===== src/rtl/lcd_text_writer.sv =====
// Buffers host text/command entries in a small FIFO and hands them one at a time to an LCD controller.
// Optional macro LCD_TEXT_WRITER_AUTOWRAP_EN inserts line-wrap cursor commands as the column advances.
module lcd_text_writer #(
    parameter int FIFO_DEPTH  = 4,
    parameter int ACK_TIMEOUT = 4095
) (
    input  logic       clock,
    input  logic       internal_reset_n,
    input  logic       wr_en,
    input  logic [8:0] wr_data,
    output logic       full,
    output logic       empty,
    input  logic       busy_flag,
    output logic [8:0] d_out,
    output logic       data_ready,
    output logic       overflow,
    output logic       timeout_err
);

    localparam int PTR_W = $clog2(FIFO_DEPTH);
    localparam int CNT_W = PTR_W + 1;
    localparam int TMR_W = $clog2(ACK_TIMEOUT + 1);

    typedef enum logic [1:0] {
        IDLE,
        ISSUE,
        WAIT_DONE
    } state_t;

    state_t state, next_state;

    logic [8:0]       mem [FIFO_DEPTH];
    logic [PTR_W-1:0] wr_ptr, rd_ptr;
    logic [CNT_W-1:0] count;
    logic [TMR_W-1:0] timer;
    logic [4:0]       column, next_column;
    logic             wrap_pending;
    logic [8:0]       wrap_cmd;
    logic             push, pop, launch, acked, timed_out;

    assign full       = (count == CNT_W'(FIFO_DEPTH));
    assign empty      = (count == '0);
    assign push       = wr_en && !full;
    assign launch     = (state == IDLE) && (!empty || wrap_pending) && !busy_flag;
    assign pop        = launch && !wrap_pending;
    assign acked      = (state == ISSUE) && busy_flag;
    assign timed_out  = (state == ISSUE) && !busy_flag && (timer == TMR_W'(ACK_TIMEOUT - 1));
    assign data_ready = (state == ISSUE);

    always_ff @(posedge clock or negedge internal_reset_n) begin
        if (!internal_reset_n) state <= IDLE;
        else                   state <= next_state;
    end

    always_comb begin
        next_state = state;
        case (state)
            IDLE:      if (launch) next_state = ISSUE;
            ISSUE: begin
                if (busy_flag)      next_state = WAIT_DONE;
                else if (timed_out) next_state = IDLE;
            end
            WAIT_DONE: if (!busy_flag) next_state = IDLE;
            default:   next_state = IDLE;
        endcase
    end

    // Storage carries no reset; the pointers and count define what is valid.
    always_ff @(posedge clock) begin
        if (push) mem[wr_ptr] <= wr_data;
    end

    always_ff @(posedge clock or negedge internal_reset_n) begin
        if (!internal_reset_n) begin
            wr_ptr   <= '0;
            rd_ptr   <= '0;
            count    <= '0;
            overflow <= 1'b0;
        end else begin
            if (push) wr_ptr <= wr_ptr + 1'b1;
            if (pop)  rd_ptr <= rd_ptr + 1'b1;
            case ({push, pop})
                2'b10:   count <= count + 1'b1;
                2'b01:   count <= count - 1'b1;
                default: count <= count;
            endcase
            if (wr_en && full) overflow <= 1'b1;
        end
    end

    always_ff @(posedge clock or negedge internal_reset_n) begin
        if (!internal_reset_n) begin
            d_out       <= 9'h000;
            timer       <= '0;
            timeout_err <= 1'b0;
            column      <= 5'd0;
        end else begin
            if (launch) d_out <= wrap_pending ? wrap_cmd : mem[rd_ptr];
            if (state == ISSUE && next_state == ISSUE) timer <= timer + 1'b1;
            else                                       timer <= '0;
            if (timed_out) timeout_err <= 1'b1;
            if (acked)     column      <= next_column;
        end
    end

`ifdef LCD_TEXT_WRITER_AUTOWRAP_EN
    logic       wrap_set;
    logic [8:0] wrap_next;
`endif

    // Cursor tracking for the entry currently presented; only applied once the controller takes it.
    always_comb begin
        next_column = column;
`ifdef LCD_TEXT_WRITER_AUTOWRAP_EN
        wrap_set  = 1'b0;
        wrap_next = wrap_cmd;
`endif
        if (d_out[8]) begin
            next_column = column + 5'd1;
`ifdef LCD_TEXT_WRITER_AUTOWRAP_EN
            if (column == 5'd15) begin
                wrap_set  = 1'b1;
                wrap_next = 9'h0C0;
            end else if (column == 5'd31) begin
                wrap_set  = 1'b1;
                wrap_next = 9'h080;
            end
`endif
        end else if (d_out[7:0] == 8'h01 || d_out[7:0] == 8'h02) begin
            next_column = 5'd0;
        end else if (d_out[7]) begin
            next_column = {d_out[6], d_out[3:0]};
        end
    end

`ifdef LCD_TEXT_WRITER_AUTOWRAP_EN
    always_ff @(posedge clock or negedge internal_reset_n) begin
        if (!internal_reset_n) begin
            wrap_pending <= 1'b0;
            wrap_cmd     <= 9'h000;
        end else if (acked && wrap_set) begin
            wrap_pending <= 1'b1;
            wrap_cmd     <= wrap_next;
        end else if (launch) begin
            wrap_pending <= 1'b0;
        end
    end
`else
    assign wrap_pending = 1'b0;
    assign wrap_cmd     = 9'h000;
`endif

endmodule


===== config.mk =====
export PLATFORM = sky130hd
export DESIGN_NAME = lcd_text_writer
export DESIGN_NICKNAME = d
export VERILOG_FILES = /design/src/rtl/lcd_text_writer.sv
export SDC_FILE = /design/constraint.sdc
export NUM_CORES = 1
export LEC_CHECK = 0
export CAP_MARGIN = 20
export CELL_PAD_IN_SITES_DETAIL_PLACEMENT = 1
export CELL_PAD_IN_SITES_GLOBAL_PLACEMENT = 2
export CORE_ASPECT_RATIO = 0.75
export CORE_UTILIZATION = 40
export DETAILED_ROUTE_END_ITERATION = 10
export GPL_TIMING_DRIVEN = 0
export PLACE_DENSITY = 0.86
export SETUP_SLACK_MARGIN = 0.3
export SLEW_MARGIN = 20
export SYNTH_ARGS = -nofsm -noshare
export SYNTH_HDL_FRONTEND = slang
export SYNTH_SLANG_ARGS = --single-unit
export TNS_END_PERCENT = 100

===== constraint.sdc =====
create_clock -name clock -period 2.5 [get_ports clock]
set_input_delay 0.375 -clock clock [delete_from_list [all_inputs] [get_ports clock]]
set_output_delay 0.375 -clock clock [all_outputs]
set_load 0.02 [all_outputs]

==> impl_metrics.py <==
metrics = {
    "clock_network": {
        "clk_pin_slew_ns": 0.08,
        "htreeDepth": 3,
        "clock_latency_ns": 0.34,
        "clock-sinks": 68,
        "cts_made_buffers": 9,
        "cts_buffer_depth": 2,
        "cts_tree": "built",
        "cts_root_buf": "clkbuf_8",
    },
    "power_and_ir_drop": {
        "ir_worst_vdd_mv": 0.544,
        "leakagePower_nw": 1.36,
        "power.density_nw_per_um2": 1110,
    },
    "final_layout": {
        "layout_commonest_cell": "edfxtp_1",
        "n_antenna_cell": 0,
        "stdcell_area_um2": 3620,
        "instances_no_fill": 336,
        "syn2layout_area_growth_pct": 25.7,
        "multi_input_area_um2": 963,
        "layout_common_cells": "36 x edfxtp_1, 32 x dfrtp_1, 24 x clkdlybuf4s50_1",
        "drive_above_1_share_pct": 22.3,
        "register_area_um2": 1880,
        "final_nets": 254,
        "fillers": 686,
    },
    "global_route": {
        "grt_pass1_wl_um": 8960,
        "grt_pass1_vias": 1723,
        "grt_start_max_net_pins": 27,
        "grt_overflow": 0,
        "grt_antenna_before_repair": 0,
        "track_usage_pct": 16.8,
    },
    "worst_setup_path": {
        "max_stage_delay_ns": 0.66,
        "cp_data_arrival_time_ns": 1.72,
        "critPathMaxFanout": 4,
        "critPathLaunchType": "flip-flop",
        "worst-path-buf-inv": 1,
        "crit_path_cell_trace": "nor3_2, clkdlybuf4s50_1",
        "cp_top_family": "buffers and inverters",
        "slowest_stage": "clkdlybuf4s50_1",
        "critPathKind": "flip-flop to output pin",
        "timing.rr.start": "state[1]",
        "cp.required_ns": 2.12,
        "worstSetupStartpoint": "count[0]",
        "critPathCaptureType": "output pin",
    },
    "detailed_routing": {
        "wire_per_inst_um": 16.9,
        "drtPass1Iterations": 4,
        "drt_drc_violations_left": 0,
        "first_iter_violations": 63,
        "via_count": 1725,
        "ant_nets": 0,
        "wl_um": 5670,
        "routed_via_density": 5.13,
    },
    "timing": {
        "fin_skew_ns": 0.00735,
        "period_needed_ns": 2.10,
        "final_max_slew_viol_count": 0,
        "finalHoldViolCount": 0,
        "finalCritPeriodShare_pct": 83.9,
        "setup_viol": 0,
        "relSlewSlack_pct": 58.1,
        "worst_pin_slew_ns": 0.628,
        "rsz0062_at_grt": "no",
        "fmaxAchievable_mhz": 477,
    },
    "hold_path": {
        "min_path_type": "input pin to async pin",
    },
    "yosys": {
        "synth_cells": 185,
        "yosys.cell_types.count": 43,
        "async_flop_share_pct": 47.1,
        "synth_edf_count": 36,
        "syn_nets": 206,
        "yosys_register_bits": 68,
        "syn_avg_cell_area_um2": 15.6,
        "yosys_warnings": 0,
        "ys_seq_area_share_pct": 65.3,
        "ys_dominant_reg_cell": "edfxtp_1",
        "syn-cell-area_um2": 2880,
    },
    "place": {
        "dp_cells": 310,
        "dpl.hpwl_um": 3760,
        "io_buffers": 26,
        "place.gp.congestion": 0.760,
        "place_area_um2": 3290,
    },
    "floorplanning": {
        "dieHeight_um": 75.5,
        "core-area_um2": 6900,
        "die_w_um": 100,
        "dieArea_um2": 7550,
        "num_io_pins": 27,
        "row_count": 26,
        "start_util_pct": 41.8,
    },
    "job": {
        "cap_violations": 0,
    },
    "status": {
        "outcome": "finished clean",
    },
}
## cells in the mapped netlist (2+ instances only)
cell      count  share of area, %
a21o_1        2              0.52
a21oi_1       2              0.35
a311oi_1      2              0.61
a31oi_1       2              0.43
and2_1        4              0.87
buf_2         2              0.35
clkbuf_1      3              0.39
dfrtp_1      32                28
edfxtp_1     36                38
ha_1          7               3.0
inv_1         9               1.2
mux2_2       10               3.9
mux4_2        9               7.0
nand2_1       5              0.65
nand3_1       7               1.2
nor2_1        2              0.26
nor2b_1       2              0.43
nor3_1        7               1.2
nor3b_1       2              0.52
o211ai_1      3              0.78
o21ai_0       4              0.70
o21bai_1      2              0.52
or4_1         4               1.0
xnor2_1       5               1.5
xor2_1        4               1.2
## metrics by stage
step	TNS (ns)	util [%]	hold WS [ns]	power [mW]	setup slack [ns]
2_1_floorplan	0	-	0.0794	2.43	0.357
3_3_place_gp	-0.472	47.5	0.444	2.83	-0.340
3_5_place_dp	-0.552	47.7	0.231	2.88	-0.388
4_1_cts	0	51.7	0.392	4.02	0.337
5_1_grt	0	52.5	0.421	4.25	0.298
6_report	0	52.5	0.400	4.02	0.403
## power breakdown
group | internal, mW | switching, mW | total (mW)
Clock | 0.664 | 0.408 | 1.07
Combinational | 0.697 | 0.626 | 1.32
Sequential | 1.48 | 0.148 | 1.63
Total | 2.84 | 1.18 | 4.02
## flip-flops by register name (all words and copies together) (netlist names)
signal,cells
timer,12
d_out,9
wr_ptr,2
timeout_err,1
rd_ptr,2
mem,36
state,2
overflow,1
count,3
## per-layer routing
metal,wire [um],track usage [%]
met5,0,0
met4,87,6.76
met3,137,4.77
met2,2740,28.0
met1,2700,21.3
## cell type report
type / instances / share of cell area (%)
flip-flops and latches: 68 / 52.0
multi-input cells: 103 / 26.6
repair buffers: 37 / 9.71
clock buffers: 10 / 3.52
well taps: 98 / 3.39
clock inverters: 6 / 3.11
inverters: 9 / 0.933
plain buffers: 5 / 0.760
## cell families (layout without fill, tap and decap cells)
kind of cell | count (synthesis) | after routing | share of synthesized area [%]
flops | 68 | 68 | 65.3
simple gates | 43 | 43 | 9.38
compound gates | 23 | 23 | 5.60
mux | 20 | 20 | 11.3
buf+inv | 14 | 67 | 1.91
xor+xnor | 9 | 9 | 2.74
fa+ha+maj | 8 | 8 | 3.74
## worst paths after layout
check,endpoint,slack (ns),depth (start not counted)
max reg2reg,count[2],0.43,10
min,d_out[6],0.40,2
max in group asynchronous,d_out[5],1.70,3
min in group clock,timeout_err,0.46,1
min reg2reg,timeout_err,0.46,1
max,empty,0.40,2
## what timing repair did
action | 4_1_cts | 5_1_grt
gates resized for setup | 3 | 3
endpoints found under the setup margin | 2 | 2
buffers inserted | 3 | 6
endpoints found under the hold margin | 6 | 0
pin swaps | 1 | 2
hold buffers | 1 | 0
## worst reg2reg max path: stages (launching register included)
cell	delay [ns]
dfrtp_1	0.40
nor3_2	0.23
nand2b_1	0.13
buf_6	0.15
inv_1	0.06
ha_2	0.18
inv_1	0.05
fa_1	0.37
xor2_1	0.15
nor2_1	0.11
xor2_1	0.16
(Power assumes the default switching activity.)
==> RTL change 1, RTL diff (same settings) <==
The option `LCD_TEXT_WRITER_AUTOWRAP_EN` is turned on by a define.
--- a/src/rtl/lcd_text_writer.sv
+++ b/src/rtl/lcd_text_writer.sv
@@ -1,4 +1,6 @@
 // Buffers host text/command entries in a small FIFO and hands them one at a time to an LCD controller.
 // Optional macro LCD_TEXT_WRITER_AUTOWRAP_EN inserts line-wrap cursor commands as the column advances.
+`define LCD_TEXT_WRITER_AUTOWRAP_EN
+
 module lcd_text_writer #(
     parameter int FIFO_DEPTH  = 4,
Function: changed (a bounded check fails within 10 cycles, from zero or initial values and one cycle with internal_reset_n low).
==> RTL change 1 against the unedited design <==
- power grew 6.4%
- utilization shrank 2.8 points
- critical path type is now flop to flop
- routed wire length grew 7.5%
- sequential cell count grew 8
- count of clock-buffer cells in the layout is the same
- cell area grew 8.8%
- worst setup slack lost 0.011 ns
- largest cell class unchanged
- highest routed layer unchanged
- via count grew 11%
- synthesized area grew 14%
==> RTL change 1: results (changes against the unedited design) <==
vias per std cell: 5.06 (-1.4%)
DP Worst Slack: -0.324 ns (+0.0638 ns)
syn avg cell area: 14.7 µm² (-5.8%)
combinational cell fraction of total power: 0.352 (+0.023)
sequential area share after synthesis: 0.634 (-0.0197)
largest delay contributor family on the critical path: simple AND/OR/NAND/NOR gates
DR vias: 1,908 (+11%)
Final nets: 291 (+15%)
Distinct cells, synth: 40 (-7.0%)
Slowest cell on crit path: dfrtp_1
GRT Util Overall: 0.165 (-0.00259)
internal power: 2.86 mW (+0.57%)
status: finished clean
Min Hold Slack: 0.461 ns (+0.0605 ns)
layout cells sized above 1: 0.136 (-0.0867)
placed cell count: 356 (+15%)
Max-slew headroom: 0.664 (+0.0825)
largest net degree at the start of global routing: 29 (+7.4%)
Synth area leaders: edfxtp_1 33%, dfrtp_1 30%, mux4_1 6.4%
1st-iter DRT viols: 62 (-1.6%)
# Post-CTS Setup Buffers: 2 (-1)
peak per-stage delay on the critical path: 0.42 ns (-0.24 ns)
R2R cell count: 8 (-2)
placed cell area: 3700 µm² (+12%)
detailed-placement wirelength estimate: 4380 µm (+16%)
RTL change 1: changes by cell type after synthesis, moves of 4 or more:
cell,change
xor2_1,+7
or4_1,-4
a22o_1,+7
mux4_2,-8
mux4_1,+8
dfrtp_1,+8
nor3_1,-5
and3_1,+5
nor2_1,+17
RTL change 1: routing by layer:
metal,wire length (µm),vias up,track usage
met4,64,0,0.0534
met5,0,-,0
met3,203,6,0.0568
li1,-,918,-
met1,2900,960,0.209
met2,2930,24,0.268
RTL change 1: area by class of cell:
type | count | area (µm²)
clock buffers | 10 | 128
repair buffers | 32 | 317
clock inverters | 6 | 55.1
inverters | 12 | 45.0
multi-input cells | 130 | 1150
plain buffers | 6 | 32.5
well taps | 105 | 131
fillers | 810 | 3980
flip-flops and latches | 76 | 2080
==> RTL change 2, RTL diff (same settings) <==
Without the edit above. The 3 states of `state_t` get a one-hot encoding in 3 bits.
--- a/src/rtl/lcd_text_writer.sv
+++ b/src/rtl/lcd_text_writer.sv
@@ -22,8 +22,8 @@
     localparam int TMR_W = $clog2(ACK_TIMEOUT + 1);
 
-    typedef enum logic [1:0] {
-        IDLE,
-        ISSUE,
-        WAIT_DONE
+    typedef enum logic [2:0] {
+        IDLE      = 3'b001,
+        ISSUE     = 3'b010,
+        WAIT_DONE = 3'b100
     } state_t;
 
Behaviour: same outputs for any inputs over 10 cycles, from zero or initial values and one cycle with internal_reset_n low; not proved beyond that.
==> RTL change 2 against the unedited design <==
- routed wire length grew 6.0%
- first-iteration DRC count shrank 11%
- worst setup slack lost 0.046 ns
- register-to-register slack lost 0.07 ns
- power shrank 0.15%
- synthesized area grew 2.7%
- cell area grew 1.1%
- sequential cell count grew 1
- utilization shrank 0.18 points
- largest cell class unchanged
- largest power group unchanged
==> RTL change 2: results (changes against the unedited design) <==
critical path arrival: 2.41 ns (+0.69 ns)
worst-case clock skew: 0.00730 ns (-0.0000515 ns)
DR vias: 1,742 (+0.99%)
top post-synthesis cells by count: 36 x edfxtp_1, 32 x dfrtp_1, 11 x inv_1
launch point of the worst path: state[0]
GR Layer Usage met2: 0.272 (-0.00758)
status: finished clean
largest net degree at the start of global routing: 20 (-26%)
Synthesized Nets: 211 (+2.4%)
metal2 WL: 2890 µm (+5.3%)
Leak: 1.37 nW (+0.87%)
R2R Setup Slk: 0.36 ns (-0.07 ns)
vias in the first global route: 1,945 (+13%)
detailed-placement wirelength estimate: 4120 µm (+9.4%)
Max-slew headroom: 0.552 (-0.0293)
GRT Util Overall: 0.178 (+0.00978)
Distinct cells, synth: 38 (-12%)
M1 WL: 2830 µm (+4.7%)
placed cell area: 3370 µm² (+2.4%)
Hold Crit Class: flop to flop
Worst Setup EP: count[2]
critical path fanouts, max: 3 (-1)
1st-iter DRT viols: 56 (-11%)
Async SR Flop Fraction: 0.478 (+0.00767)
GR Util met1: 0.238 (+0.0254)
Synth area leaders: edfxtp_1 37%, dfrtp_1 27%, mux4_2 6.9%
metal3 WL: 190 µm (+39%)
sequential area share after synthesis: 0.645 (-0.00825)
Worst VDD drop: 0.000458 V (-16%)
## RTL change 2: cell count changes after synthesis, sizes merged, moves of 4 or more
cell / before / now
nand2: 5 / 1
or3: 1 / 6
nand4: 1 / 8
a211oi: 1 / 5
## RTL change 2: cells by family (layout without fill, tap and decap cells)
family | after synthesis | after routing | synth area share
AND/OR/NAND/NOR | 44 | 44 | 0.0969
flip-flops | 69 | 69 | 0.645
multiplexers | 20 | 20 | 0.120
adder cells (fa/ha/maj) | 8 | 8 | 0.0364
buffers and inverters | 18 | 66 | 0.0262
AO/OA/AOI/OAI | 21 | 21 | 0.0457
XOR/XNOR | 10 | 10 | 0.0296
## RTL change 2: per-stage QoR
| stage | setup TNS [ns] | std cells | worst slack (ns) | utilization | hold slack (ns) |
|---|---|---|---|---|---|
| final | 0 | 336 | 0.358 | 0.523 | 0.469 |
| after global routing | 0 | 336 | 0.266 | 0.523 | 0.505 |
| after CTS | 0 | 332 | 0.231 | 0.516 | 0.479 |
| after detailed placement | -0.141 | 315 | -0.141 | 0.482 | 0.328 |
| after global placement | -0.100 | 314 | -0.100 | 0.478 | 0.447 |
| after floorplan | 0 | 190 | 0.388 | - | 0.0794 |
## RTL change 2: timing repair
action / in CTS / in global routing
buffers inserted: 0 / 4
resized for setup: 6 / 3
hold buffers: 1 / 0
endpoints found under the setup margin: 2 / 2
endpoints found under the hold margin: 14 / 0
pin swaps: 0 / 2
## RTL change 2: report_power, final
| part | total (mW) | switching [mW] | internal [mW] |
|---|---|---|---|
| clock network | 0.983 | 0.421 | 0.562 |
| logic | 1.37 | 0.634 | 0.738 |
| registers | 1.66 | 0.159 | 1.50 |
## RTL change 2: how the worst min path moves through the flow
| stage | from | endpoint | slack (ns) | cells past startpoint |
|---|---|---|---|---|
| 6_report | overflow | overflow | 0.47 | 1 |
| 5_1_grt | overflow | overflow | 0.50 | 1 |
| 4_1_cts | overflow | overflow | 0.48 | 1 |
| 3_5_place_dp | internal_reset_n | timer[10] | 0.33 | 1 |
| 3_3_place_gp | overflow | overflow | 0.45 | 1 |
| 2_1_floorplan | internal_reset_n | count[0] | 0.08 | 0 |
## RTL change 2: cell type report
class	instances	area (µm²)
plain buffers	6	41.3
clock buffers	10	128
clock inverters	6	87.6
fillers	688	3330
inverters	12	45.0
multi-input cells	103	1010
flip-flops and latches	69	1910
well taps	98	123
repair buffers	32	322
## RTL change 2: worst max-delay path, stage by stage, from the launching register on
cell and delay, ns:
dfstp_2 0.56, nor2b_4 0.16, nand3_2 0.12, inv_2 0.11, buf_12 0.11, ha_4 0.13, inv_1 0.04, fa_1 0.37
xor2_1 0.15, nor2_1 0.15, xor2_1 0.17
